## src/rtl/bcd_counter_display.sv

```systemverilog
`default_nettype none
// ============================================================================
// Module      : bcd_counter_display
// Description : N-digit BCD up/down counter with a prescaler, synchronous load
//               (digits above 9 saturate to 9) and a registered active-low
//               7-segment decode (bit 6 = a ... bit 0 = g) for every digit.
//               Optional macro LEADING_ZERO_BLANK_EN blanks leading zero
//               digits (digit 0 is never blanked).
// Revision    : 1.0 - initial release
// ============================================================================
module bcd_counter_display #(
    parameter int DIGITS   = 4,
    parameter int PRESCALE = 50000000
) (
    input  logic                  CLOCK_50,
    input  logic                  KEY0,
    input  logic                  en,
    input  logic                  up_dn,
    input  logic                  load,
    input  logic [4*DIGITS-1:0]   load_val,
    output logic [4*DIGITS-1:0]   bcd_out,
    output logic [7*DIGITS-1:0]   hex_out,
    output logic                  tick,
    output logic                  wrap
);

    localparam int              C_PS_W    = (PRESCALE > 1) ? $clog2(PRESCALE) : 1;
    localparam logic [C_PS_W-1:0] C_PS_LAST = C_PS_W'(PRESCALE - 1);
    localparam logic [6:0]      C_SEG_BLANK = 7'b1111111;

    // Active-low abcdefg pattern for one BCD digit; non-BCD codes go dark.
    function automatic logic [6:0] seg7(input logic [3:0] d);
        logic [6:0] s;
        case (d)
            4'd0:    s = 7'b0000001;
            4'd1:    s = 7'b1001111;
            4'd2:    s = 7'b0010010;
            4'd3:    s = 7'b0000110;
            4'd4:    s = 7'b1001100;
            4'd5:    s = 7'b0100100;
            4'd6:    s = 7'b0100000;
            4'd7:    s = 7'b0001111;
            4'd8:    s = 7'b0000000;
            4'd9:    s = 7'b0000100;
            default: s = C_SEG_BLANK;
        endcase
        return s;
    endfunction

    // Display contents for a count of zero, matching the decode of bcd = 0.
    function automatic logic [7*DIGITS-1:0] hex_reset_value();
        logic [7*DIGITS-1:0] v;
        for (int i = 0; i < DIGITS; i++) begin
`ifdef LEADING_ZERO_BLANK_EN
            v[7*i+:7] = (i == 0) ? seg7(4'd0) : C_SEG_BLANK;
`else
            v[7*i+:7] = seg7(4'd0);
`endif
        end
        return v;
    endfunction

    localparam logic [7*DIGITS-1:0] C_HEX_RST = hex_reset_value();

    logic [C_PS_W-1:0]   prescaler_q, prescaler_d;
    logic [4*DIGITS-1:0] cnt_q, cnt_d;
    logic [7*DIGITS-1:0] hex_q, hex_d;
    logic                tick_q, tick_d;
    logic                wrap_q, wrap_d;

    logic [4*DIGITS-1:0] w_step_val;
    logic                w_step_wrap;
    logic [4*DIGITS-1:0] w_load_sat;

    // Ripple one decimal step through the digits; carry/borrow out of the top is a wrap.
    always_comb begin
        logic       carry;
        logic [3:0] dig;
        carry      = 1'b1;
        w_step_val = cnt_q;
        for (int i = 0; i < DIGITS; i++) begin
            dig = cnt_q[4*i+:4];
            if (carry) begin
                if (up_dn) begin
                    if (dig >= 4'd9) begin
                        w_step_val[4*i+:4] = 4'd0;
                    end else begin
                        w_step_val[4*i+:4] = dig + 4'd1;
                        carry              = 1'b0;
                    end
                end else begin
                    if (dig == 4'd0) begin
                        w_step_val[4*i+:4] = 4'd9;
                    end else begin
                        w_step_val[4*i+:4] = dig - 4'd1;
                        carry              = 1'b0;
                    end
                end
            end
        end
        w_step_wrap = carry;
    end

    // Saturate each load digit to 9 so the count register only ever holds BCD.
    always_comb begin
        w_load_sat = load_val;
        for (int i = 0; i < DIGITS; i++) begin
            if (load_val[4*i+:4] > 4'd9) begin
                w_load_sat[4*i+:4] = 4'd9;
            end
        end
    end

    // Next-state: load wins over a step; the step happens on prescaler expiry.
    always_comb begin
        prescaler_d = prescaler_q;
        cnt_d       = cnt_q;
        tick_d      = 1'b0;
        wrap_d      = 1'b0;
        if (load) begin
            cnt_d       = w_load_sat;
            prescaler_d = '0;
        end else if (en) begin
            if (prescaler_q == C_PS_LAST) begin
                prescaler_d = '0;
                tick_d      = 1'b1;
                cnt_d       = w_step_val;
                wrap_d      = w_step_wrap;
            end else begin
                prescaler_d = prescaler_q + 1'b1;
            end
        end
    end

    // Decode the current count; the registered result lags bcd_out by one cycle.
    always_comb begin
`ifdef LEADING_ZERO_BLANK_EN
        logic all_zero;
        all_zero = 1'b1;
`endif
        hex_d = '0;
        for (int i = DIGITS - 1; i >= 0; i--) begin
            hex_d[7*i+:7] = seg7(cnt_q[4*i+:4]);
`ifdef LEADING_ZERO_BLANK_EN
            all_zero = all_zero && (cnt_q[4*i+:4] == 4'd0);
            if ((i > 0) && all_zero) begin
                hex_d[7*i+:7] = C_SEG_BLANK;
            end
`endif
        end
    end

    // State registers with asynchronous active-low clear.
    always_ff @(posedge CLOCK_50 or negedge KEY0) begin
        if (!KEY0) begin
            prescaler_q <= '0;
            cnt_q       <= '0;
            hex_q       <= C_HEX_RST;
            tick_q      <= 1'b0;
            wrap_q      <= 1'b0;
        end else begin
            prescaler_q <= prescaler_d;
            cnt_q       <= cnt_d;
            hex_q       <= hex_d;
            tick_q      <= tick_d;
            wrap_q      <= wrap_d;
        end
    end

    assign bcd_out = cnt_q;
    assign hex_out = hex_q;
    assign tick    = tick_q;
    assign wrap    = wrap_q;

endmodule
`default_nettype wire
```

## config.mk

```make
export PLATFORM = sky130hd
export DESIGN_NAME = bcd_counter_display
export DESIGN_NICKNAME = d
export VERILOG_FILES = /design/src/rtl/bcd_counter_display.sv
export SDC_FILE = /design/constraint.sdc
export NUM_CORES = 1
export LEC_CHECK = 0
export ABC_AREA = 1
export CAP_MARGIN = 20
export CORE_AREA = 2 2 128 68
export CTS_CLUSTER_DIAMETER = 60
export DETAILED_ROUTE_END_ITERATION = 6
export DIE_AREA = 0 0 130 70
export PLACE_DENSITY_LB_ADDON = 0.25
export SYNTH_ARGS = -nofsm -noshare
export SYNTH_HDL_FRONTEND = slang
export SYNTH_SLANG_ARGS = --single-unit
```

## constraint.sdc

```tcl
create_clock -name CLOCK_50 -period 5.56 [get_ports CLOCK_50]
set_clock_uncertainty 0.15 [all_clocks]
set_input_delay 0.834 -clock CLOCK_50 [delete_from_list [all_inputs] [get_ports CLOCK_50]]
set_output_delay 0.834 -clock CLOCK_50 [all_outputs]
set_load 0.01 [all_outputs]
```

==> implementation parameters, run 1 <==
Parameter                              Value

Run status
  Status    completed

Cells and area
  Share of layout cells above drive strength 1    0.0706
  Number of diodes added for antenna fixing    0
  Post-Route Utilization    0.673
  NumNets Final    717
  Relative area change from synthesis to final layout    22.6%
  Count of placed standard cells in the final layout, fillers left out    797
  Fill cell instance count of the final layout    666

Yosys
  Synthesized netlist net count    657
  Average footprint of a synthesized cell    7.31 µm²
  Post-synthesis cell type count    37
  Post-synthesis instance area    4500 µm²
  Seq cells post-synth    72
  Count of mapped cells out of synthesis    615
  Yosys synthesis warning count    0
  Seq/Total Area, Yosys    0.402

Flow run
  # Max-Cap Violations    0

Global routing
  Number of antenna violations at the first check in global routing    0
  Overall Global Routing Usage    0.281
  Remaining global-route overflow    0
  First-pass GRT wire length    19.8 mm
  Vias in the first global route    3,959
  Maximum number of pins on one net before global-route repair    39

Critical path
  Worst path bufs/invs    2
  Cell with the biggest individual delay on the critical path    sky130_fd_sc_hd__inv_1
  CP Max Fanout    30
  Required time of the critical path    5620 ps
  Critical path capture point type    register
  Cell chain of the critical path    clkdlybuf4s50_1 > inv_1 > nand2_4 > nand2_1 > o21ai_0
  Type of the worst setup path    in -> reg
  Data arrival time of the critical path    3140 ps
  Category of the worst setup path launch point    input pin
  Gate family responsible for the most delay along the worst path    buffers and inverters
  Maximum cell stage delay along the critical path    910 ps

STA
  Setup Total Neg Slack    0 ps
  Hold violation count in the final report    0
  RSZ-0062 raised after global routing    no
  FMAX    325 MHz
  Share of the clock period used by the worst path    0.554
  Max-slew violation count    0
  Relative max-transition margin    0.357
  Slew at the pin closest to its max-slew limit    964 ps
  Period minus WS final    3080 ps
  Number of endpoints failing setup at the final stage    0

Drt
  Average wire per standard cell    15.1 µm
  Number of remaining DRC errors    0
  Overall routed net length    12.0 mm
  Average vias per placed instance    5.49
  Detail Route Antenna Nets    0
  Routed via count    4,379
  Number of iterations in the first detailed-routing pass    5
  Iter 0 DRT Violations    506

Clock tree
  Post_cts resized    0
  Clock tree from TritonCTS    done
  CTS root buffer    sky130_fd_sc_hd__clkbuf_16
  Inserted Clock Buffers    9
  Clock latency of the later-clocked register in the worst-skew pair    340 ps
  Register clock-pin slew on the reported worst setup and hold paths    60 ps
  Hold buffers post-CTS    0
  Number of levels the H-tree was split into    3
  Clock tree sinks    72
  Postcts setup bufs    0
  Number of buffers on the longest clock path    2

Placed design
  Placed cells    781
  Input/output buffers    66
  HPWL reported at the end of detailed placement    8.87 mm
  Final GP Congestion    0.990

Pwr
  Total power draw    1.77 mW
  Largest vdd supply drop    0.189 mV
  P per Cell Area    322 nW/µm²
  Static Leakage    2.65 nW

Floorplan
  Die area    9100 µm²
  Std-Cell Core Area    8200 µm²
  Die Wd    130 µm
  Die span in y    70 µm
  Boundary pin count    67
  Row count    24
  Initial core utilization    0.549

Worst hold path
  Min-Delay Path Class    reg -> reg
-- sequential cells by signal, indices dropped and copies added (netlist names) --
signal and cells:
tick 1, bcd_out 16, prescaler_q 26, hex_out 28
wrap 1
-- layout by cell type, fill, tap and decap left out, types with 2 or more instances in the layout --
cell	count
sky130_fd_sc_hd__a21oi_1	20
sky130_fd_sc_hd__clkbuf_16	9
sky130_fd_sc_hd__clkdlybuf4s50_1	65
sky130_fd_sc_hd__clkinv_2	4
sky130_fd_sc_hd__dfrtp_1	68
sky130_fd_sc_hd__dfstp_2	4
sky130_fd_sc_hd__ha_1	21
sky130_fd_sc_hd__inv_1	59
sky130_fd_sc_hd__inv_2	5
sky130_fd_sc_hd__nand2_1	171
sky130_fd_sc_hd__nand2_2	6
sky130_fd_sc_hd__nand2_4	2
sky130_fd_sc_hd__nand3_1	58
sky130_fd_sc_hd__nand3_2	2
sky130_fd_sc_hd__nand4_1	10
sky130_fd_sc_hd__nor2_1	68
sky130_fd_sc_hd__nor2_2	4
sky130_fd_sc_hd__nor2_4	3
sky130_fd_sc_hd__nor3_1	15
sky130_fd_sc_hd__o211ai_1	2
sky130_fd_sc_hd__o21ai_0	51
sky130_fd_sc_hd__o31ai_1	3
sky130_fd_sc_hd__xnor2_1	4
sky130_fd_sc_hd__xor2_1	10
-- where the power goes --
| part | total (mW) | leakage, nW | switching [mW] | internal (mW) |
|---|---|---|---|---|
| registers | 0.677 | 0.929 | 0.0692 | 0.608 |
| clock network | 0.580 | 0.152 | 0.223 | 0.357 |
| logic | 0.518 | 1.57 | 0.277 | 0.241 |
| total | 1.77 | 2.65 | 0.569 | 1.21 |
-- cell type report --
cell class              count  area [µm²]  share of cell area
repair buffers             67         663               0.120
clock inverters             6        58.8              0.0107
clock buffers              10         239              0.0433
flip-flops and latches     72        1810               0.328
well taps                 117         146              0.0265
multi-input cells         461        2360               0.428
inverters                  64         240              0.0436
-- Yosys cell counts --
| master | instances | area (µm²) |
|---|---|---|
| sky130_fd_sc_hd__nand2_1 | 171 | 642 |
| sky130_fd_sc_hd__dfrtp_1 | 68 | 1700 |
| sky130_fd_sc_hd__nor2_1 | 68 | 255 |
| sky130_fd_sc_hd__inv_1 | 59 | 221 |
| sky130_fd_sc_hd__nand3_1 | 58 | 290 |
| sky130_fd_sc_hd__o21ai_0 | 51 | 255 |
| sky130_fd_sc_hd__ha_1 | 21 | 263 |
| sky130_fd_sc_hd__a21oi_1 | 20 | 100 |
| sky130_fd_sc_hd__nor3_1 | 15 | 75.1 |
| sky130_fd_sc_hd__nand4_1 | 10 | 62.6 |
| sky130_fd_sc_hd__xor2_1 | 10 | 87.6 |
| sky130_fd_sc_hd__buf_2 | 8 | 40.0 |
| sky130_fd_sc_hd__clkbuf_1 | 7 | 26.3 |
| sky130_fd_sc_hd__nand2_2 | 6 | 37.5 |
| sky130_fd_sc_hd__inv_2 | 5 | 18.8 |
| sky130_fd_sc_hd__dfstp_2 | 4 | 105 |
| sky130_fd_sc_hd__nor2_2 | 4 | 25.0 |
| sky130_fd_sc_hd__xnor2_1 | 4 | 35.0 |
| sky130_fd_sc_hd__nor2_4 | 3 | 33.8 |
| sky130_fd_sc_hd__o31ai_1 | 3 | 22.5 |
| sky130_fd_sc_hd__nand2_4 | 2 | 22.5 |
| sky130_fd_sc_hd__nand3_2 | 2 | 20.0 |
| sky130_fd_sc_hd__o211ai_1 | 2 | 15.0 |
| sky130_fd_sc_hd__a22oi_1 | 1 | 7.51 |
| sky130_fd_sc_hd__buf_1 | 1 | 3.75 |
| sky130_fd_sc_hd__buf_4 | 1 | 7.51 |
| sky130_fd_sc_hd__buf_6 | 1 | 11.3 |
| sky130_fd_sc_hd__nand3b_1 | 1 | 7.51 |
| sky130_fd_sc_hd__nand4_4 | 1 | 21.3 |
| sky130_fd_sc_hd__nor2_8 | 1 | 20.0 |
| sky130_fd_sc_hd__nor3_2 | 1 | 10.0 |
| sky130_fd_sc_hd__nor3_4 | 1 | 16.3 |
| sky130_fd_sc_hd__nor3b_1 | 1 | 7.51 |
| sky130_fd_sc_hd__nor4_1 | 1 | 6.26 |
| sky130_fd_sc_hd__o21bai_1 | 1 | 7.51 |
| sky130_fd_sc_hd__o22ai_1 | 1 | 6.26 |
| sky130_fd_sc_hd__o32ai_1 | 1 | 8.76 |
-- cells by family after synthesis --
logic type,after synthesis,share of synthesized area
AO/OA/AOI/OAI,80,0.0940
XOR/XNOR,14,0.0273
adder cells (fa/ha/maj),21,0.0584
buffers and inverters,82,0.0732
flip-flops,72,0.402
AND/OR/NAND/NOR,346,0.345
-- metal layers --
| metal | GRT usage | up-vias | part of all wire |
|---|---|---|---|
| li1 | - | 2106 | - |
| met1 | 0.437 | 2014 | 0.47 |
| met2 | 0.383 | 242 | 0.41 |
| met3 | 0.0789 | 17 | 0.11 |
| met4 | 0.0681 | 0 | 0.012 |
| met5 | 0 | - | 0 |
-- through the flow --
step / worst slack (ps) / instance area [µm²] / hold WS [ps]
2_1_floorplan: 3600 / 4500 / 342
3_3_place_gp: 2290 / 5220 / 399
3_5_place_dp: 2200 / 5220 / 405
4_1_cts: 2550 / 5520 / 418
5_1_grt: 2300 / 5520 / 473
6_report: 2480 / 5520 / 423
-- path summary, 6_finish.rpt --
kind	from	to	slack (ps)	cells past startpoint
worst max-delay path	load	bcd_out[1]$_DFFE_PN0P_	2480	5
worst min-delay path	prescaler_q[6]$_DFFE_PN0P_	prescaler_q[6]$_DFFE_PN0P_	420	1
worst max register to register	bcd_out[8]$_DFFE_PN0P_	bcd_out[13]$_DFFE_PN0P_	2960	9
worst min register to register	prescaler_q[6]$_DFFE_PN0P_	prescaler_q[6]$_DFFE_PN0P_	420	1
max in group asynchronous	KEY0	hex_out[0]$_DFF_PN1_	3790	2
min in group asynchronous	KEY0	hex_out[19]$_DFF_PN0_	460	1
Note: power is estimated with default switching activity, not from simulation.
==> inputs of run 2 (changes only) <==
--- a/config.mk
+++ b/config.mk
@@ -7,10 +7,10 @@
 export LEC_CHECK = 0
 export ABC_AREA = 1
 export CAP_MARGIN = 20
-export CORE_AREA = 2 2 128 68
+export CORE_AREA = 2 2 131 69
 export CTS_CLUSTER_DIAMETER = 60
 export DETAILED_ROUTE_END_ITERATION = 6
-export DIE_AREA = 0 0 130 70
+export DIE_AREA = 0 0 133 71
 export PLACE_DENSITY_LB_ADDON = 0.25
 export SYNTH_ARGS = -nofsm -noshare
 export SYNTH_HDL_FRONTEND = slang
==> constraint.sdc (replaced) <==
create_clock -name CLOCK_50 -period 2.9 [get_ports CLOCK_50]
set_clock_uncertainty 0.15 [all_clocks]
set_input_delay 0.435 -clock CLOCK_50 [delete_from_list [all_inputs] [get_ports CLOCK_50]]
set_output_delay 0.435 -clock CLOCK_50 [all_outputs]
set_load 0.01 [all_outputs]
==> run 2 against run 1 <==
Compared with the run above:
- non-clock buffer count increased by 8
- sequential power grew 92%
- global-route usage decreased by 0.90 points
- total power grew 100%
- critical endpoint is now bcd_out[15]$_DFFE_PN0P_
- highest routed layer unchanged
==> implementation parameters, run 2 (synthesis results as in run 1) <==
Parameter                              Value

Run status
  Status    completed

Drt
  Average vias per placed instance    5.53 (+0.66%)
  Average wire per standard cell    15.2 µm (+0.50%)
  Overall routed net length    12.2 mm (+1.5%)
  Iter 0 DRT Violations    545 (+7.7%)
  Number of remaining DRC errors    0 (unchanged)
  Routed via count    4,452 (+1.7%)
  Detail Route Antenna Nets    0 (unchanged)
  Number of iterations in the first detailed-routing pass    5 (unchanged)

Placed design
  Input/output buffers    66 (unchanged)
  Placed cells    788 (+0.90%)
  Final GP Congestion    0.973 (-1.7%)
  HPWL reported at the end of detailed placement    8.91 mm (+0.47%)

Critical path
  Category of the worst setup path launch point    register
  Worst path bufs/invs    1 (-1)
  Required time of the critical path    3020 ps (-2600 ps)
  Cell chain of the critical path    inv_1 > ha_1 > nand2_1 > nor2_1 > nor2_1 > a21oi_1 > nand3_2 > nand2_2 > nand2_1 > nand2_1
  Critical path's most frequent cell    sky130_fd_sc_hd__nand2_1
  Data arrival time of the critical path    2360 ps (-780 ps)
  Critical path capture point type    register
  Gate family responsible for the most delay along the worst path    simple AND/OR/NAND/NOR gates
  Type of the worst setup path    reg -> reg
  Maximum cell stage delay along the critical path    440 ps (-470 ps)
  CP Max Fanout    8 (-73%)
  Cell with the biggest individual delay on the critical path    sky130_fd_sc_hd__dfrtp_1

STA
  Relative max-transition margin    0.626 (+0.269)
  Period minus WS final    2240 ps
  Hold violation count in the final report    0 (unchanged)
  Fin Hold WS    411 ps (-11.8 ps)
  Share of the clock period used by the worst path    0.773
  Setup Total Neg Slack    0 ps (unchanged)
  Number of endpoints failing setup at the final stage    0 (unchanged)
  Max-slew violation count    0 (unchanged)
  RSZ-0062 raised after global routing    no
  FMAX    446 MHz
  Slew at the pin closest to its max-slew limit    555 ps (-408 ps)

Global routing
  Overall Global Routing Usage    0.272 (-0.00901)
  Gr busiest metal    met1
  Global routing usage on met3    0.0961 (+0.0171)
  Vias in the first global route    3,988 (+0.73%)
  Met1 capacity usage during global routing    0.407 (-0.0299)
  Number of antenna violations at the first check in global routing    0 (unchanged)
  M2 GR Usage    0.371 (-0.0115)
  First-pass GRT wire length    20.0 mm (+1.1%)
  Maximum number of pins on one net before global-route repair    73 (+87%)
  Remaining global-route overflow    0 (unchanged)

Cells and area
  Relative area change from synthesis to final layout    25.4%
  Commonest non-fill, non-tap cell in the layout    sky130_fd_sc_hd__nand2_1
  Number of diodes added for antenna fixing    0 (unchanged)
  Share of layout cells above drive strength 1    0.0785 (+0.00790)
  NumNets Final    725 (+1.1%)
  Flip-flop count of the largest register, all copies and words added    28 (unchanged)
  Count of placed standard cells in the final layout, fillers left out    805 (+1.0%)
  Highest-count cells in the layout ignoring fill and taps    sky130_fd_sc_hd__nand2_1 (171), sky130_fd_sc_hd__nor2_1 (68), sky130_fd_sc_hd__dfrtp_1 (68), sky130_fd_sc_hd__clkdlybuf4s50_1 (65), sky130_fd_sc_hd__inv_1 (59)

Clock tree
  Number of levels the H-tree was split into    3 (unchanged)
  Inserted Clock Buffers    9 (unchanged)
  Clock tree sinks    72 (unchanged)
  CTS root buffer    sky130_fd_sc_hd__clkbuf_16
  Register clock-pin slew on the reported worst setup and hold paths    60 ps (about the same)
  Postcts setup bufs    0 (unchanged)
  Clock latency of the later-clocked register in the worst-skew pair    340 ps (about the same)
  Hold buffers post-CTS    1 (+1)
  Number of buffers on the longest clock path    2 (unchanged)
  Clock tree from TritonCTS    done
  Post_cts resized    0 (unchanged)

Floorplan
  Die Wd    133 µm (+2.3%)
  Std-Cell Core Area    8380 µm² (+2.2%)
  Row count    24 (unchanged)
  Die span in y    71 µm (+1.4%)
  Boundary pin count    67 (unchanged)
  Initial core utilization    0.537 (-0.0118)
  Die area    9440 µm² (+3.8%)

Pwr
  P per Cell Area    636 nW/µm² (+98%)
  Power share of the combinational group    0.278 (-0.014)
  Power share of the clock group    0.360 (+0.033)
  Static Leakage    2.71 nW (+2.2%)
  Reg power frac    0.362 (-0.019)
  Largest vdd supply drop    0.327 mV (+73%)
  Switch share    0.302 (-0.0187)
  P_sw    1.08 mW (+90%)
  Internal power contribution    2.50 mW (+110%)

Flow run
  # Max-Cap Violations    0 (unchanged)

Worst hold path
  Min-Delay Path Class    reg -> reg
## run 2: changes by cell type in the layout (fill, tap and decap cells not counted)
| cell | previous run | this run |
|---|---|---|
| sky130_fd_sc_hd__buf_4 | 1 | 7 |
| sky130_fd_sc_hd__clkinv_2 | 4 | 1 |
| sky130_fd_sc_hd__bufinv_16 | 1 | 3 |
| sky130_fd_sc_hd__buf_12 | 0 | 1 |
| sky130_fd_sc_hd__clkbuf_1 | 0 | 1 |
| sky130_fd_sc_hd__dlygate4sd3_1 | 0 | 1 |
## run 2: cell type report
| type | instances | area, µm² |
|---|---|---|
| repair buffers | 75 | 738 |
| multi-input cells | 461 | 2360 |
| inverters | 64 | 240 |
| well taps | 117 | 146 |
| fillers | 648 | 2740 |
| clock inverters | 5 | 104 |
| clock buffers | 11 | 243 |
| flip-flops and latches | 72 | 1810 |
## run 2: final timing paths
check                           cells past startpoint                  startpoint                         end  slack [ps]
worst max-delay path                               10      bcd_out[8]$_DFFE_PN0P_     bcd_out[15]$_DFFE_PN0P_         660
worst max register to register                     10      bcd_out[8]$_DFFE_PN0P_     bcd_out[15]$_DFFE_PN0P_         660
worst min-delay path                                2  prescaler_q[1]$_DFFE_PN0P_  prescaler_q[1]$_DFFE_PN0P_         410
min in group asynchronous                           3                        KEY0       hex_out[19]$_DFF_PN0_         500
worst min register to register                      2  prescaler_q[1]$_DFFE_PN0P_  prescaler_q[1]$_DFFE_PN0P_         410
max in group asynchronous                           3                        KEY0        hex_out[7]$_DFF_PN1_        1730
## run 2: worst reg2reg max path, stage by stage (launching register included)
cell,delay (ps)
sky130_fd_sc_hd__dfrtp_1,440
sky130_fd_sc_hd__inv_1,220
sky130_fd_sc_hd__ha_1,300
sky130_fd_sc_hd__nand2_1,90
sky130_fd_sc_hd__nor2_1,160
sky130_fd_sc_hd__nor2_1,90
sky130_fd_sc_hd__a21oi_1,270
sky130_fd_sc_hd__nand3_2,190
sky130_fd_sc_hd__nand2_2,140
sky130_fd_sc_hd__nand2_1,70
sky130_fd_sc_hd__nand2_1,70
## run 2: power groups by stage
stage	Clock [mW]	Combinational, mW	Sequential, mW
after floorplan	0	0.470	1.33
after global placement	0	0.963	1.30
after detailed placement	0	0.984	1.31
after CTS	1.30	0.993	1.29
after global routing	1.34	1.10	1.32
final	1.29	0.998	1.30
## run 2: metrics by stage
stage,power (mW),setup WS (ps),utilization,area (µm²)
4_1_cts,3.59,702,0.673,5640
2_1_floorplan,1.80,942,-,4500
5_1_grt,3.75,425,0.673,5640
3_5_place_dp,2.29,574,0.631,5280
6_report,3.58,659,0.673,5640
3_3_place_gp,2.27,620,0.631,5280
## run 2: routing by layer
layer | share of wire | vias up
met2 | 0.40 | 279
met3 | 0.12 | 20
li1 | - | 2120
met4 | 0.014 | 0
met5 | 0 | -
met1 | 0.46 | 2033
